## src/rtl/cnn_pkg.sv

```systemverilog
// cnn_pkg: shared state encoding, layer geometry defaults and coordinate widths
package cnn_pkg;
  typedef enum logic [2:0] {
    S_IDLE, S_CONV, S_POOL, S_FC, S_WAIT_FC, S_DONE
  } state_t;
  localparam int CONV_DIM_DEF    = 24;
  localparam int POOL_DIM_DEF    = 12;
  localparam int NUM_CLASSES_DEF = 10;
  localparam int CONV_W = 5;
  localparam int POOL_W = 4;
  localparam int FC_W   = 4;
endpackage

```

## src/rtl/cnn_argmax.sv

```systemverilog
// cnn_argmax: running signed maximum over arrivals, ties kept by the lowest index
module cnn_argmax
  import cnn_pkg::*;
#(
  parameter int W = 32
) (
  input  logic                clk,
  input  logic                rst,
  input  logic                clear,
  input  logic                valid,
  input  logic signed [W-1:0] value,
  output logic [FC_W-1:0]     max_idx,
  output logic [FC_W-1:0]     count
);
  logic signed [W-1:0] max_val;
  always_ff @(posedge clk) begin
    if (rst || clear) begin
      max_val <= '0;
      max_idx <= '0;
      count   <= '0;
    end else if (valid) begin
      if (count == '0 || value > max_val) begin
        max_val <= value;
        max_idx <= count;
      end
      count <= count + 1'b1;
    end
  end
endmodule

```

## src/rtl/cnn_layer_sequencer.sv

```systemverilog
// cnn_layer_sequencer: walks conv, pool and FC issue spaces, then reports the argmax class
module cnn_layer_sequencer
  import cnn_pkg::*;
#(
  parameter int CONV_DIM    = CONV_DIM_DEF,
  parameter int POOL_DIM    = POOL_DIM_DEF,
  parameter int NUM_CLASSES = NUM_CLASSES_DEF,
  parameter int PROB_W      = 32
) (
  input  logic                     clk,
  input  logic                     rst,
  input  logic                     enable,
  input  logic                     abort,
  input  logic                     dp_ready,
  output logic                     conv_en,
  output logic [CONV_W-1:0]        conv_row,
  output logic [CONV_W-1:0]        conv_col,
  output logic                     pool_en,
  output logic [POOL_W-1:0]        pool_row,
  output logic [POOL_W-1:0]        pool_col,
  output logic                     fc_en,
  output logic [FC_W-1:0]          fc_idx,
  input  logic                     prob_valid,
  input  logic signed [PROB_W-1:0] prob_in,
  output logic                     busy,
  output logic                     done,
  output logic [FC_W-1:0]          result
);
  localparam logic [CONV_W-1:0] CONV_LAST = CONV_W'(CONV_DIM - 1);
  localparam logic [POOL_W-1:0] POOL_LAST = POOL_W'(POOL_DIM - 1);
  localparam logic [FC_W-1:0]   FC_LAST   = FC_W'(NUM_CLASSES - 1);
  state_t          state;
  logic [FC_W-1:0] max_idx, count, result_q;
  logic            take, last_take, start;
  assign take      = prob_valid && (state == S_FC || state == S_WAIT_FC);
  assign last_take = take && count == FC_LAST;
  assign start     = state == S_IDLE && enable;
  assign conv_en   = state == S_CONV;
  assign pool_en   = state == S_POOL;
  assign fc_en     = state == S_FC;
  assign busy      = state != S_IDLE;
  assign done      = state == S_DONE;
  // the winning index is visible in the same cycle as the done pulse, then held
  assign result    = done ? max_idx : result_q;
  cnn_argmax #(.W(PROB_W)) u_argmax (
    .clk    (clk),
    .rst    (rst),
    .clear  (start),
    .valid  (take),
    .value  (prob_in),
    .max_idx(max_idx),
    .count  (count)
  );
  always_ff @(posedge clk) begin
    if (rst) begin
      state    <= S_IDLE;
      conv_row <= '0;
      conv_col <= '0;
      pool_row <= '0;
      pool_col <= '0;
      fc_idx   <= '0;
      result_q <= '0;
    end else if (abort && busy) begin
      state    <= S_IDLE;
      conv_row <= '0;
      conv_col <= '0;
      pool_row <= '0;
      pool_col <= '0;
      fc_idx   <= '0;
    end else begin
      case (state)
        S_IDLE: if (enable) begin
          state    <= S_CONV;
          conv_row <= '0;
          conv_col <= '0;
          pool_row <= '0;
          pool_col <= '0;
          fc_idx   <= '0;
        end
        S_CONV: if (dp_ready) begin
          conv_col <= conv_col == CONV_LAST ? '0 : conv_col + 1'b1;
          if (conv_col == CONV_LAST) conv_row <= conv_row == CONV_LAST ? '0 : conv_row + 1'b1;
          if (conv_col == CONV_LAST && conv_row == CONV_LAST) state <= S_POOL;
        end
        S_POOL: if (dp_ready) begin
          pool_col <= pool_col == POOL_LAST ? '0 : pool_col + 1'b1;
          if (pool_col == POOL_LAST) pool_row <= pool_row == POOL_LAST ? '0 : pool_row + 1'b1;
          if (pool_col == POOL_LAST && pool_row == POOL_LAST) state <= S_FC;
        end
        S_FC: if (last_take) begin
          state  <= S_DONE;
          fc_idx <= '0;
        end else if (dp_ready) begin
          fc_idx <= fc_idx == FC_LAST ? '0 : fc_idx + 1'b1;
          if (fc_idx == FC_LAST) state <= S_WAIT_FC;
        end
        S_WAIT_FC: if (last_take) state <= S_DONE;
        S_DONE: begin
          result_q <= max_idx;
          state    <= S_IDLE;
        end
        default: state <= S_IDLE;
      endcase
    end
  end
endmodule

```

## config.mk

```make
export PLATFORM = sky130hd
export DESIGN_NAME = cnn_layer_sequencer
export DESIGN_NICKNAME = d
export VERILOG_FILES = /design/src/rtl/cnn_pkg.sv /design/src/rtl/cnn_argmax.sv /design/src/rtl/cnn_layer_sequencer.sv
export SDC_FILE = /design/constraint.sdc
export NUM_CORES = 1
export LEC_CHECK = 0
export ABC_AREA = 1
export BUFFER_PORTS_ARGS = -buffer_cell sky130_fd_sc_hd__clkbuf_2
export CAP_MARGIN = 20
export CORE_ASPECT_RATIO = 0.7
export CORE_MARGIN = 5
export CORE_UTILIZATION = 62
export DETAILED_ROUTE_END_ITERATION = 10
export HOLD_SLACK_MARGIN = 0.03
export PLACE_DENSITY = 0.86
export REMOVE_ABC_BUFFERS = 1
export SLEW_MARGIN = 10
export SYNTH_ARGS = -nofsm -noshare
export SYNTH_HDL_FRONTEND = slang
export SYNTH_HIERARCHICAL = 1
export SYNTH_SLANG_ARGS = --single-unit
```

## constraint.sdc

```tcl
create_clock -name clk -period 3.8 [get_ports clk]
set_input_delay 0.19 -clock clk [delete_from_list [all_inputs] [get_ports clk]]
set_output_delay 0.19 -clock clk [all_outputs]
set_load 0.03 [all_outputs]
```

==> flow_summary.ini <==
[timing]
setup_viol_count_final = 0
max_freq_mhz = 396
holdWs_ps = 151
worst_slew_pin_slew_ps = 723
finalCritPeriodShare_pct = 66.5
final_hold_viol_count = 0
relSlewSlack_pct = 51.7
period_needed_ps = 2530
fin_worst_skew_ps = 6.91
slew_viol_final = 0
rsz0062_at_grt = no

[routing]
drt_wl_total_mm = 9.71
vias = 4202
via_per_inst = 5.15
drtIter0Drc = 316
avgRoutedWirePerCell_um = 11.9
detail-route-antenna-nets = 0
drt-pass1-iter-count = 5
drcViolationCount = 0

[pwr]
power_density_mw_per_mm2 = 605
vdd_drop_max_mv = 0.336
p_leak_nw = 2.29

[critical_path]
worstSetupEndpointType = flop
crit_top_cell = nand2_1
crit_path_start_kind = flop
crit_chain = inv_1 > ha_1 > a21oi_1 > o21a_1 > nand2_1 > a21oi_1 > nand3_1 > nand2_1 > nand2_2 > nand2_4 > nand3_1 > nand2_1 > nor2_1
path_class = reg2reg
critPathArrivalTime_ps = 2750
required_ps = 4030
worst_path_max_delay_cell = nand2_4
worst_path_largest_cell_delay_ps = 540
cp_max_fo = 72

[floorplanning]
die_h_um = 81.0
row_count = 25
pin_count = 69
core_mm2 = 0.00688
dieArea_mm2 = 0.00903
die_w_um = 111
start_util_pct = 64.9

[layout]
area_growth_pct = 11.1
antenna_cells = 0
fin_area_mm2 = 0.00497
finalNetCount = 795
final_layout_size_suffix_gt1_share_pct = 17.9
n_fill_cell = 572
layout_commonest_cell = nand2_1
final_cell_mix = nand2_1, inv_1, nor2_1

[synth]
synth_compound_area_share_pct = 11.6
muxShareOfSynthArea_pct = 0
synth.distinct_cells = 43
synthFlopType = dfxtp_1
synth_area_leaders = dfxtp_1, ha_1, nand2_1, inv_1, nor2_1
seq_area_frac_synth_pct = 30.9
synth_xor_area_share_pct = 0.588
ys_ff_latch = 69
syn_area_mm2 = 0.00447
synth_top_area_share_pct = 30.9
async_flop_share_pct = 0
yosys.area_share.simple_pct = 31.6
yosysWarnings = 6
synthCells = 656
yosysTopAreaCell = dfxtp_1
synth_top_family_by_area = simple AND/OR/NAND/NOR gates
syn_area_per_cell_um2 = 6.81
synth_fa_ha_area_share_pct = 11.2
synth_edf_count = 0

[clock_tree]
clk_latency_ps = 340
cts_buffer_depth = 2
cts_hold_buffers = 0
tritoncts = built
post-cts-setup-buffer-count = 0
htreeDepth = 3
cts_sinks = 69
cts_resized = 0
clk_pin_slew_ps = 70
cts_root_buffer = clkbuf_8
cts_buffers = 9

[place]
dp.final_hpwl_mm = 7.20
port_buffers = 68
place_area_mm2 = 0.00478
place_congestion = 0.914

[global_routing]
gr-total-overflow = 0
antenna_found_initial = 0
grt_pass1_vias = 4065
grt_pass1_wl_mm = 17.3
grt_usage_pct = 22.9
grt_max_degree = 73

[status]
status = finished, final reports clean

[flow_run]
cap_violations = 0

[worst_hold_path]
hold_path_class = in2reg
## power by group
part | internal (mW) | switching [mW] | total, mW
clock network | 0.317 | 0.273 | 0.590
registers | 0.831 | 0.0975 | 0.928
logic | 0.486 | 1.00 | 1.49
## Yosys cell counts, types with 4 or more instances
master,instances
a211oi_1,4
nand3_1,49
inv_1,109
buf_6,5
nor2_1,86
nor2_2,5
dfxtp_1,69
ha_1,40
o21ai_1,7
nand4_1,4
inv_2,9
nand2_1,126
nor3_1,8
buf_4,8
a21oi_1,61
nand2_2,11
o21ai_0,14
## cells by family (layout without fill, tap and decap cells)
| kind of cell | count (synthesis) | in the layout |
|---|---|---|
| xor+xnor | 3 | 3 |
| compound gates | 95 | 95 |
| fa+ha+maj | 40 | 40 |
| simple gates | 309 | 309 |
| buf+inv | 140 | 206 |
| flops | 69 | 69 |
## final cells by class
| class | count | area [um^2] | share of cell area (%) |
|---|---|---|---|
| multi-input cells | 447 | 2470 | 49.7 |
| well taps | 94 | 118 | 2.37 |
| clock buffers | 11 | 141 | 2.85 |
| clock inverters | 5 | 50.0 | 1.01 |
| flip-flops and latches | 69 | 1380 | 27.8 |
| inverters | 119 | 447 | 8.99 |
| repair buffers | 71 | 363 | 7.30 |
## metrics by stage
stage | total power, mW | std cells | util, % | setup WS, ps | TNS (ps)
floorplan | 2.08 | 635 | - | -136 | -136
detailed placement | 2.42 | 800 | 69.4 | 1360 | 0
finish | 3.01 | 816 | 72.2 | 1270 | 0
global route | 3.27 | 816 | 72.2 | 1010 | 0
global placement | 2.35 | 800 | 69.4 | 1510 | 0
CTS | 3.01 | 816 | 72.2 | 1320 | 0
## registers in the layout, summed over array words and instances (netlist names)
register,cells
u_argmax/max_val,32
u_argmax/count,4
conv_row,5
u_argmax/max_idx,4
pool_row,4
state,3
fc_idx,4
pool_col,4
result_q,4
conv_col,5
## critical path, delay by kind of cell, from the launching register on
| family | cells | cell delay [ps] |
|---|---|---|
| compound gates | 3 | 480 |
| fa+ha+maj | 1 | 320 |
| buf+inv | 1 | 50 |
| flops | 1 | 360 |
| simple gates | 8 | 1180 |
## final timing paths
path	start	end	slack [ps]	cells past startpoint
worst max-delay path	u_argmax/max_val[31]	u_argmax/max_val[7]	1270	13
worst min-delay path	rst	result_q[2]	150	2
worst max register to register	u_argmax/max_val[31]	u_argmax/max_val[7]	1270	13
worst min register to register	result_q[2]	result_q[2]	460	2
## metal layers
layer	part of all wire, %	vias up	GRT usage, %
met3	6.4	9	5.73
li1	-	2193	-
met2	47	122	39.8
met4	1.0	0	8.14
met5	0	-	0
met1	46	1878	27.9
Note: power is estimated with default switching activity, not from simulation.
